$ cat src/rtl/reset_sequencer.sv
// reset_sequencer: combines the pushbutton, PLL lock flags and a software
// request into a single fault condition. While a fault is present all resets
// are held. After the fault clears, the resets are held for a further stretch
// period and then released one domain at a time. CAUSE records which sources
// produced the most recent reset.
module reset_sequencer #(
    parameter int NUM_LOCK    = 2,
    parameter int NUM_OUT     = 3,
    parameter int STRETCH     = 255,
    parameter int GAP         = 16,
    parameter int DEBOUNCE    = 1000,
    parameter int SYNC_STAGES = 2
) (
    input  logic                CLK,
    input  logic                RESET,
    input  logic                BTN,
    input  logic [NUM_LOCK-1:0] LOCKED,
    input  logic                SW_RESET,
    output logic [NUM_OUT-1:0]  RESETn,
    output logic                BUSY,
    output logic [3:0]          CAUSE
);

    // One counter width covers stretch, gap and debounce terminal counts.
    localparam int MAX_SG  = (STRETCH > GAP) ? STRETCH : GAP;
    localparam int MAX_CNT = (MAX_SG > DEBOUNCE) ? MAX_SG : DEBOUNCE;
    localparam int CNT_W   = $clog2(MAX_CNT + 1);
    localparam int IDX_W   = (NUM_OUT > 1) ? $clog2(NUM_OUT) : 1;

    localparam logic [CNT_W-1:0] STRETCH_LAST = CNT_W'(STRETCH - 1);
    localparam logic [CNT_W-1:0] GAP_LAST     = CNT_W'(GAP - 1);
    localparam logic [CNT_W-1:0] DEB_LAST     = CNT_W'(DEBOUNCE - 1);
    localparam logic [IDX_W-1:0] IDX_LAST     = IDX_W'(NUM_OUT - 1);

    typedef enum logic [1:0] {
        ST_ASSERT  = 2'd0,
        ST_STRETCH = 2'd1,
        ST_RELEASE = 2'd2,
        ST_RUN     = 2'd3
    } state_t;

    // ------------------------------------------------------------------
    // Start-up qualifier. Bit 0 rises one edge after RESET is released and
    // enables the synchronisers; the top bit rises once the synchroniser
    // chains hold genuinely sampled data. Until then the all-zero chain
    // contents are not treated as a lock loss or button press.
    // ------------------------------------------------------------------
    logic [SYNC_STAGES:0] warm_reg;
    logic                 sync_en;
    logic                 warm_done;

    // Shift ones into the start-up qualifier after reset release.
    always_ff @(posedge CLK or posedge RESET) begin
        if (RESET) begin
            warm_reg <= '0;
        end else begin
            warm_reg <= {warm_reg[SYNC_STAGES-1:0], 1'b1};
        end
    end

    assign sync_en   = warm_reg[0];
    assign warm_done = warm_reg[SYNC_STAGES];

    // ------------------------------------------------------------------
    // Synchronisers for the asynchronous inputs.
    // ------------------------------------------------------------------
    logic [SYNC_STAGES-1:0] btn_sh_reg;
    logic                   btn_sync;
    logic [NUM_LOCK-1:0]    lock_sync;

    // Button synchroniser chain.
    always_ff @(posedge CLK or posedge RESET) begin
        if (RESET) begin
            btn_sh_reg <= '0;
        end else if (sync_en) begin
            btn_sh_reg <= {btn_sh_reg[SYNC_STAGES-2:0], BTN};
        end
    end

    assign btn_sync = btn_sh_reg[SYNC_STAGES-1];

    generate
        for (genvar gi = 0; gi < NUM_LOCK; gi++) begin : g_lock_sync
            logic [SYNC_STAGES-1:0] lock_sh_reg;

            // Synchroniser chain for one LOCKED bit.
            always_ff @(posedge CLK or posedge RESET) begin
                if (RESET) begin
                    lock_sh_reg <= '0;
                end else if (sync_en) begin
                    lock_sh_reg <= {lock_sh_reg[SYNC_STAGES-2:0], LOCKED[gi]};
                end
            end

            assign lock_sync[gi] = lock_sh_reg[SYNC_STAGES-1];
        end
    endgenerate

    // ------------------------------------------------------------------
    // Button debounce: the debounced level follows the synchronised level
    // only after DEBOUNCE consecutive cycles of disagreement.
    // ------------------------------------------------------------------
    logic             btn_db_reg;
    logic [CNT_W-1:0] db_cnt_reg;

    // Count consecutive disagreeing cycles and flip the debounced level.
    always_ff @(posedge CLK or posedge RESET) begin
        if (RESET) begin
            btn_db_reg <= 1'b0;
            db_cnt_reg <= '0;
        end else if (btn_sync == btn_db_reg) begin
            db_cnt_reg <= '0;
        end else if (db_cnt_reg == DEB_LAST) begin
            btn_db_reg <= btn_sync;
            db_cnt_reg <= '0;
        end else begin
            db_cnt_reg <= db_cnt_reg + CNT_W'(1);
        end
    end

    // ------------------------------------------------------------------
    // Fault sources, laid out in CAUSE bit positions (bit 0 is never a
    // runtime source; it is only set by RESET).
    // ------------------------------------------------------------------
    logic [3:0] fault_src;
    logic       fault;

    assign fault_src = {SW_RESET,
                        warm_done & ~&lock_sync,
                        warm_done & btn_db_reg,
                        1'b0};
    assign fault     = (|fault_src) | ~warm_done;

    // ------------------------------------------------------------------
    // Sequencer FSM with registered outputs. seq_cnt_reg serves as the
    // stretch counter in STRETCH and as the gap counter in RELEASE.
    // ------------------------------------------------------------------
    state_t             state_reg;
    logic [NUM_OUT-1:0] resetn_reg;
    logic               busy_reg;
    logic [3:0]         cause_reg;
    logic [CNT_W-1:0]   seq_cnt_reg;
    logic [IDX_W-1:0]   idx_reg;

    // Hold, stretch, stage-release and run sequencing of the reset outputs.
    always_ff @(posedge CLK or posedge RESET) begin
        if (RESET) begin
            state_reg   <= ST_ASSERT;
            resetn_reg  <= '0;
            busy_reg    <= 1'b1;
            cause_reg   <= 4'b0001;
            seq_cnt_reg <= '0;
            idx_reg     <= '0;
        end else if ((state_reg != ST_ASSERT) && fault) begin
            // Any fault outside ASSERT drops every domain at once and
            // replaces the recorded cause with the sources active now.
            state_reg   <= ST_ASSERT;
            resetn_reg  <= '0;
            busy_reg    <= 1'b1;
            cause_reg   <= fault_src;
            seq_cnt_reg <= '0;
            idx_reg     <= '0;
        end else begin
            case (state_reg)
                ST_ASSERT: begin
                    resetn_reg  <= '0;
                    busy_reg    <= 1'b1;
                    seq_cnt_reg <= '0;
                    idx_reg     <= '0;
                    cause_reg   <= cause_reg | fault_src;
                    if (!fault) begin
                        state_reg <= ST_STRETCH;
                    end
                end

                ST_STRETCH: begin
                    if (seq_cnt_reg == STRETCH_LAST) begin
                        seq_cnt_reg   <= '0;
                        resetn_reg[0] <= 1'b1;
                        idx_reg       <= IDX_W'(1);
                        if (NUM_OUT == 1) begin
                            state_reg <= ST_RUN;
                            busy_reg  <= 1'b0;
                        end else begin
                            state_reg <= ST_RELEASE;
                        end
                    end else begin
                        seq_cnt_reg <= seq_cnt_reg + CNT_W'(1);
                    end
                end

                ST_RELEASE: begin
                    if (seq_cnt_reg == GAP_LAST) begin
                        seq_cnt_reg         <= '0;
                        resetn_reg[idx_reg] <= 1'b1;
                        if (idx_reg == IDX_LAST) begin
                            state_reg <= ST_RUN;
                            busy_reg  <= 1'b0;
                        end else begin
                            idx_reg <= idx_reg + IDX_W'(1);
                        end
                    end else begin
                        seq_cnt_reg <= seq_cnt_reg + CNT_W'(1);
                    end
                end

                ST_RUN: begin
                    resetn_reg <= '1;
                    busy_reg   <= 1'b0;
                end

                default: begin
                    state_reg  <= ST_ASSERT;
                    resetn_reg <= '0;
                    busy_reg   <= 1'b1;
                end
            endcase
        end
    end

    assign RESETn = resetn_reg;
    assign BUSY   = busy_reg;
    assign CAUSE  = cause_reg;

endmodule

$ cat config.mk
export PLATFORM = sky130hd
export DESIGN_NAME = reset_sequencer
export DESIGN_NICKNAME = d
export VERILOG_FILES = /design/src/rtl/reset_sequencer.sv
export SDC_FILE = /design/constraint.sdc
export NUM_CORES = 1
export LEC_CHECK = 0
export CORE_MARGIN = 5
export CORE_UTILIZATION = 43
export CTS_CLUSTER_SIZE = 14
export DETAILED_ROUTE_END_ITERATION = 6
export PLACE_DENSITY = 0.69
export SYNTH_ARGS = -nofsm -noshare
export SYNTH_HDL_FRONTEND = slang
export SYNTH_SLANG_ARGS = --single-unit
$ cat constraint.sdc
create_clock -name CLK -period 5.9 [get_ports CLK]
set_clock_uncertainty 0.05 [all_clocks]
set_input_delay 0.59 -clock CLK [delete_from_list [all_inputs] [get_ports CLK]]
set_output_delay 0.59 -clock CLK [all_outputs]
set_load 0.1 [all_outputs]
Yosys cells after proc, flatten, opt, wreduce, memory -nomap -nowiden
Index checks and enable logic that the tools add are counted.
{"block": "totals", "elab_cells": 84, "inputBits": 6, "out_inout_bits": 8, "ff_bits": 42}
{"block": "op_classes", "n_mux": 30, "n_addsub": 3, "bitwise": 7, "n_reduce_logical": 16, "order_cmp": 2, "eq_ne": 13}
{"op": "two-way mux 10 bit", "count": 5}
{"op": "case mux 10 bit (3 select lines)", "count": 1}
{"op": "adder 10 x 1 -> 10 bit (second input constant)", "count": 2}
{"op": "two-way mux 2 bit", "count": 9}
{"op": "case mux 2 bit (3 select lines)", "count": 3}
{"op": "!= test 3 bit (second input constant)", "count": 5}
{"op": "== test 10 bit (second input constant)", "count": 1}
{"op": "== test 10 x 4 -> 1 bit (second input constant)", "count": 1}
{"op": "== test 10 x 8 -> 1 bit (second input constant)", "count": 1}
{"op": "two-way mux 4 bit", "count": 2}
{"op": "AND reduction 2 bit", "count": 4}
{"op": "nonzero test 4 bit", "count": 2}
{"op": "== test 2 bit (second input constant)", "count": 3}
{"op": "two-way mux 3 bit", "count": 2}
{"op": "two-way mux 1 bit", "count": 5}
{"op": "AND reduction 5 bit", "count": 1}
{"op": "bitwise OR 4 bit", "count": 1}
{"op": "case mux 1 bit (4 select lines)", "count": 1}
{"op": "AND reduction 4 bit", "count": 1}
{"op": "nonzero test 2 bit", "count": 2}
{"op": "less-than comparator 2 x 3 -> 1 bit (second input constant)", "count": 1}
{"op": "bitwise OR 3 bit", "count": 1}
{"op": "case mux 1 bit (3 select lines)", "count": 1}
{"op": "AND reduction 3 bit", "count": 1}
{"op": "12 further kinds", "count": 15}

Depth between registers and ports, before layout
{"block": "logic_depth", "word_depth": 8, "ltp_mapped": 9}

Least setup slack after synthesis
OpenSTA, ideal clock, no wires.
{"block": "synth_timing", "kind": "register to register", "start": "register state_reg[1]", "end": "register seq_cnt_reg[7]", "setup_time_ps": 92, "setup_slack_ps": 3918, "path_buffers": 2, "t_arrival_ps": 1841, "path_stages_with_launch": 9, "path_cell_list": "dfrtp_1 -> inv_1 -> ha_1 -> buf_2 -> nor4_1 -> a41o_1 -> buf_2 -> o2bb2a_1 -> o31ai_2"}
{"block": "synth_via", "elab_chain_cells": 3, "word_cells_on_any_way": 8, "classes_between": "eq/ne: 2; mux: 2; reduce/logical: 4"}
{"element": "start, declared", "line_no": "138", "source": "state_t state_reg;"}
{"element": "start signal, assigned", "line_no": "148", "source": "state_reg <= ST_ASSERT;"}
{"element": "start signal, assigned", "line_no": "157", "source": "state_reg <= ST_ASSERT;"}
{"element": "start signal, assigned", "line_no": "172", "source": "state_reg <= ST_STRETCH;"}
{"element": "== test 2 bit (tied with other cells)", "line_no": "164", "source": "case (state_reg)"}
{"element": "case mux 10 bit (3 select lines) / logical AND 1 bit (equally long branches)", "line_no": "164, 154"}
{"element": "two-way mux 10 bit / nonzero test 4 bit (equally long branches)"}
{"element": "end signal, assigned", "line_no": "188", "source": "seq_cnt_reg <= seq_cnt_reg + CNT_W'(1);"}
{"element": "end signal, assigned", "line_no": "203", "source": "seq_cnt_reg <= seq_cnt_reg + CNT_W'(1);"}
{"element": "end, declared", "line_no": "142", "source": "logic [CNT_W-1:0] seq_cnt_reg;"}
Parallel ways exist; a longest one is shown, timed or not.
A chain may end at the register's enable or synchronous reset.

Worst setup path after layout
{"block": "layout_timing", "start": "register cause_reg[0], in the netlist CAUSE[0]", "end": "output CAUSE[0]"}
{"element": "start, declared", "line_no": "141", "source": "logic [3:0] cause_reg;"}
{"element": "start signal, assigned", "line_no": "160", "source": "cause_reg <= fault_src;"}
{"element": "start signal, assigned", "line_no": "170", "source": "cause_reg <= cause_reg | fault_src;"}
{"element": "end, declared", "line_no": "21", "source": "output logic [3:0] CAUSE"}
No word-level cell between the ends.

==> tab_implementation.tex <==
\begin{tabular}{lr}
\hline
Metric & Value \\
\hline
\multicolumn{2}{l}{\textbf{Timing}} \\
Count of endpoints failing setup in the final report & 0 \\
Least-Margin Pin Slew & 0.969 ns \\
Number of max-slew violations in the final report & 0 \\
Relative max-transition margin & 0.352 \\
Setup repair after global routing missed its margin & no \\
Post-route setup TNS & 0 ns \\
Final critical path time including I/O delays and setup & $\sim$2.6 ns \\
Final Hold Violating Endpoints & 0 \\
Part of the cycle the worst path needs & 0.440 \\
Worst Hold Slack & between 0.3 and 0.4 ns \\
Worst Setup Slack, final & 3.30 ns \\
Max Fclk & 385 MHz \\
\multicolumn{2}{l}{\textbf{Yosys}} \\
Top area cells in the synthesized netlist & sky130\_fd\_sc\_hd\_\_dfrtp\_1, sky130\_fd\_sc\_hd\_\_ha\_1, sky130\_fd\_sc\_hd\_\_mux2\_2, sky130\_fd\_sc\_hd\_\_nand2\_1, sky130\_fd\_sc\_hd\_\_o21ai\_0 \\
Fraction of post-synthesis cell area in the top cell type by area & 0.448 \\
Average footprint of a synthesized cell & 10.7 um2 \\
Warnings, synthesis & 0 \\
Leading area contributor after synthesis & sky130\_fd\_sc\_hd\_\_dfrtp\_1 \\
Count of flip-flops with a built-in enable after synthesis & 0 \\
Synthesized netlist net count & 225 \\
Part of the Yosys area used for sequential elements & 0.472 \\
Post-synth cell types & 54 \\
Main synth FF type & sky130\_fd\_sc\_hd\_\_dfrtp\_1 \\
Share of synthesized registers carrying an async set or reset & 1.00 \\
Summed instance area of the synthesized netlist & 2230 um2 \\
Yosys reg bits & 42 \\
Synthesized netlist cell count & 209 \\
\multicolumn{2}{l}{\textbf{Power and ir drop}} \\
LEAKAGE & 1.05 nW \\
Peak supply drop & 0.145 mV \\
Power per cell area & between 300 and 400 nW/um2 \\
\multicolumn{2}{l}{\textbf{Clocking}} \\
Number of hold buffers added after cts & 0 \\
Post-cts gate resize count & 0 \\
Sinks on the clock net & 42 \\
Setup fix buffers added after clock tree synthesis & 0 \\
Worst-Skew Late Latency & 0.30 ns \\
Buffer levels on the longest clock path & 2 \\
Cell at the root of the clock tree & sky130\_fd\_sc\_hd\_\_clkbuf\_8 \\
TritonCTS Buffers & 5 \\
TritonCTS clock tree & done \\
Max H-tree Level & 2 \\
Clock slew at reported path FFs & 0.08 ns \\
\multicolumn{2}{l}{\textbf{Worst setup path}} \\
Delay of the slowest cell on the worst path & 1.13 ns \\
CP Max Fanout & 2 \\
Startpoint Class & register \\
Worst path buffer plus inverter count & 1 \\
Slowest cell on crit path & sky130\_fd\_sc\_hd\_\_clkdlybuf4s50\_1 \\
Worst setup path category & reg -> out \\
Setup crit end kind & output pin \\
Arr. time, crit path & about 2 ns \\
Crit path cell chain & clkdlybuf4s50\_1 \\
Kind of cell adding the most delay to the critical path & buffers and inverters \\
Crit path required time & 5.26 ns \\
\multicolumn{2}{l}{\textbf{Detailed routing}} \\
DRC Markers & 0 \\
Antenna viol nets, final & 0 \\
Mean number of vias per cell & 5.31 \\
Drt total wl & just under 4000 um \\
Via count of the routed design & 1567 \\
Iteration count of the initial detailed-routing pass & 4 \\
Wire length per cell & $\sim$13 um \\
Violation count after the first detailed-route iteration & 67 \\
\multicolumn{2}{l}{\textbf{Global routing}} \\
Vias in the first global route & 1503 \\
Antenna violations before repair & 0 \\
Largest net degree at the start of global routing & 43 \\
Wire length of the first global-routing pass & 6930 um \\
Grt total ovfl & 0 \\
Total Routing Usage GR & 0.136 \\
\multicolumn{2}{l}{\textbf{Worst hold path}} \\
Hold crit path type & reg -> reg \\
\multicolumn{2}{l}{\textbf{Placed design}} \\
Worst slack, placed & about 3.3 ns \\
Global placement routability congestion & between 0.7 and 0.8 \\
Half-perimeter wire length of the detailed placement result & 2740 um \\
Quantity of I/O buffers inserted on ports & 13 \\
\multicolumn{2}{l}{\textbf{Cells and area}} \\
Number of nets in the layout & 240 \\
Ratio of cells with drive above 1 in the final layout & 0.142 \\
Syn-to-layout area delta & 13.7\% \\
Fillers & 482 \\
Final antenna diode count & 0 \\
\multicolumn{2}{l}{\textbf{Floorplanning}} \\
I/O pins & 14 \\
Die Width & 82.1 um \\
Overall die area & 6740 um2 \\
Core region area & 5070 um2 \\
Die H & 82.1 um \\
Rows & 26 \\
Starting density of the core & 0.440 \\
\multicolumn{2}{l}{\textbf{Run status}} \\
Status & complete, no violations \\
\multicolumn{2}{l}{\textbf{Run}} \\
Max-cap violation count & 0 \\
\hline
\end{tabular}
## power breakdown
group          total, W  internal, W  leakage, nW  switching [W]
registers      0.000352     0.000321        0.548      0.0000305
logic          0.000328     0.000106        0.447       0.000223
clock network  0.000228     0.000126       0.0504       0.000102
## cells by family after synthesis
logic type	synth area share
flops	0.472
buf+inv	0.0364
xor+xnor	0.0314
simple gates	0.174
compound gates	0.180
other cells	0.00168
fa+ha+maj	0.0560
mux	0.0487
## per-layer routing
layer / up-vias / routed length, um / GRT usage
li1: 778 / - / -
met2: 17 / 1750 / 0.208
met1: 767 / 1950 / 0.180
met3: 5 / 133 / 0.0373
met4: 0 / 69 / 0.0548
met5: - / 0 / 0
## synthesized netlist by cell type, types with 2 or more instances
cell type                   n
sky130_fd_sc_hd__nor2_1    14
sky130_fd_sc_hd__and4_1     2
sky130_fd_sc_hd__nor4_1     2
sky130_fd_sc_hd__or2_1      2
sky130_fd_sc_hd__o31ai_2    4
sky130_fd_sc_hd__nand3_1   11
sky130_fd_sc_hd__nor3_1     4
sky130_fd_sc_hd__ha_1      10
sky130_fd_sc_hd__and3_1     6
sky130_fd_sc_hd__o2bb2a_1   4
sky130_fd_sc_hd__buf_2      2
sky130_fd_sc_hd__dfstp_2    2
sky130_fd_sc_hd__nand2_1   19
sky130_fd_sc_hd__a21oi_1    5
sky130_fd_sc_hd__xor2_1     5
sky130_fd_sc_hd__a21o_1     2
sky130_fd_sc_hd__inv_1     13
sky130_fd_sc_hd__mux2_2     7
sky130_fd_sc_hd__nand4_1    3
sky130_fd_sc_hd__xnor2_1    3
sky130_fd_sc_hd__o31ai_1    2
sky130_fd_sc_hd__o21ai_0   12
sky130_fd_sc_hd__mux2i_1    3
sky130_fd_sc_hd__dfrtp_1   40
sky130_fd_sc_hd__clkbuf_1   2
sky130_fd_sc_hd__and2_1     2
## area by class of cell
cell class	instances	area [um2]	share of cell area
multi-input cells	148	1100	0.433
flip-flops and latches	42	1050	0.415
repair buffers	14	138	0.0542
well taps	70	87.6	0.0345
clock buffers	5	68.8	0.0271
inverters	13	48.8	0.0192
clock inverters	3	45.0	0.0177
## placed cells by master, fill, tap and decap left out, types with 5 or more instances in the layout
master,n
sky130_fd_sc_hd__o21ai_0,12
sky130_fd_sc_hd__xor2_1,5
sky130_fd_sc_hd__nor2_1,14
sky130_fd_sc_hd__clkdlybuf4s50_1,13
sky130_fd_sc_hd__dfrtp_1,40
sky130_fd_sc_hd__inv_1,13
sky130_fd_sc_hd__ha_1,10
sky130_fd_sc_hd__and3_1,6
sky130_fd_sc_hd__nand3_1,11
sky130_fd_sc_hd__a21oi_1,5
sky130_fd_sc_hd__mux2_2,7
sky130_fd_sc_hd__nand2_1,19
sky130_fd_sc_hd__clkbuf_8,5
## metrics by stage
stage / util / cells / area (um2) / power [W]
after global routing: 0.500 / 295 / 2540 / 0.000965
final: 0.500 / 295 / 2540 / 0.000908
after global placement: 0.478 / 287 / 2430 / 0.000683
after CTS: 0.500 / 295 / 2540 / 0.000920
after floorplan: - / 209 / 2230 / 0.000627
after detailed placement: 0.478 / 287 / 2430 / 0.000688
## final timing paths
check / startpoint / end / slack [ns] / depth (start not counted)
hold reg to reg: warm_reg[1] / warm_reg[2] / 0.30 / 0
setup / recovery: CAUSE[0] / CAUSE[0] / 3.30 / 1
hold / removal: warm_reg[1] / warm_reg[2] / 0.30 / 0
max in group asynchronous: RESET / CAUSE[0] / 4.76 / 3
setup reg to reg: state_reg[0] / seq_cnt_reg[4] / 3.44 / 6
min in group asynchronous: RESET / warm_reg[0] / 0.67 / 3
Note: power is estimated with default switching activity, not from simulation.
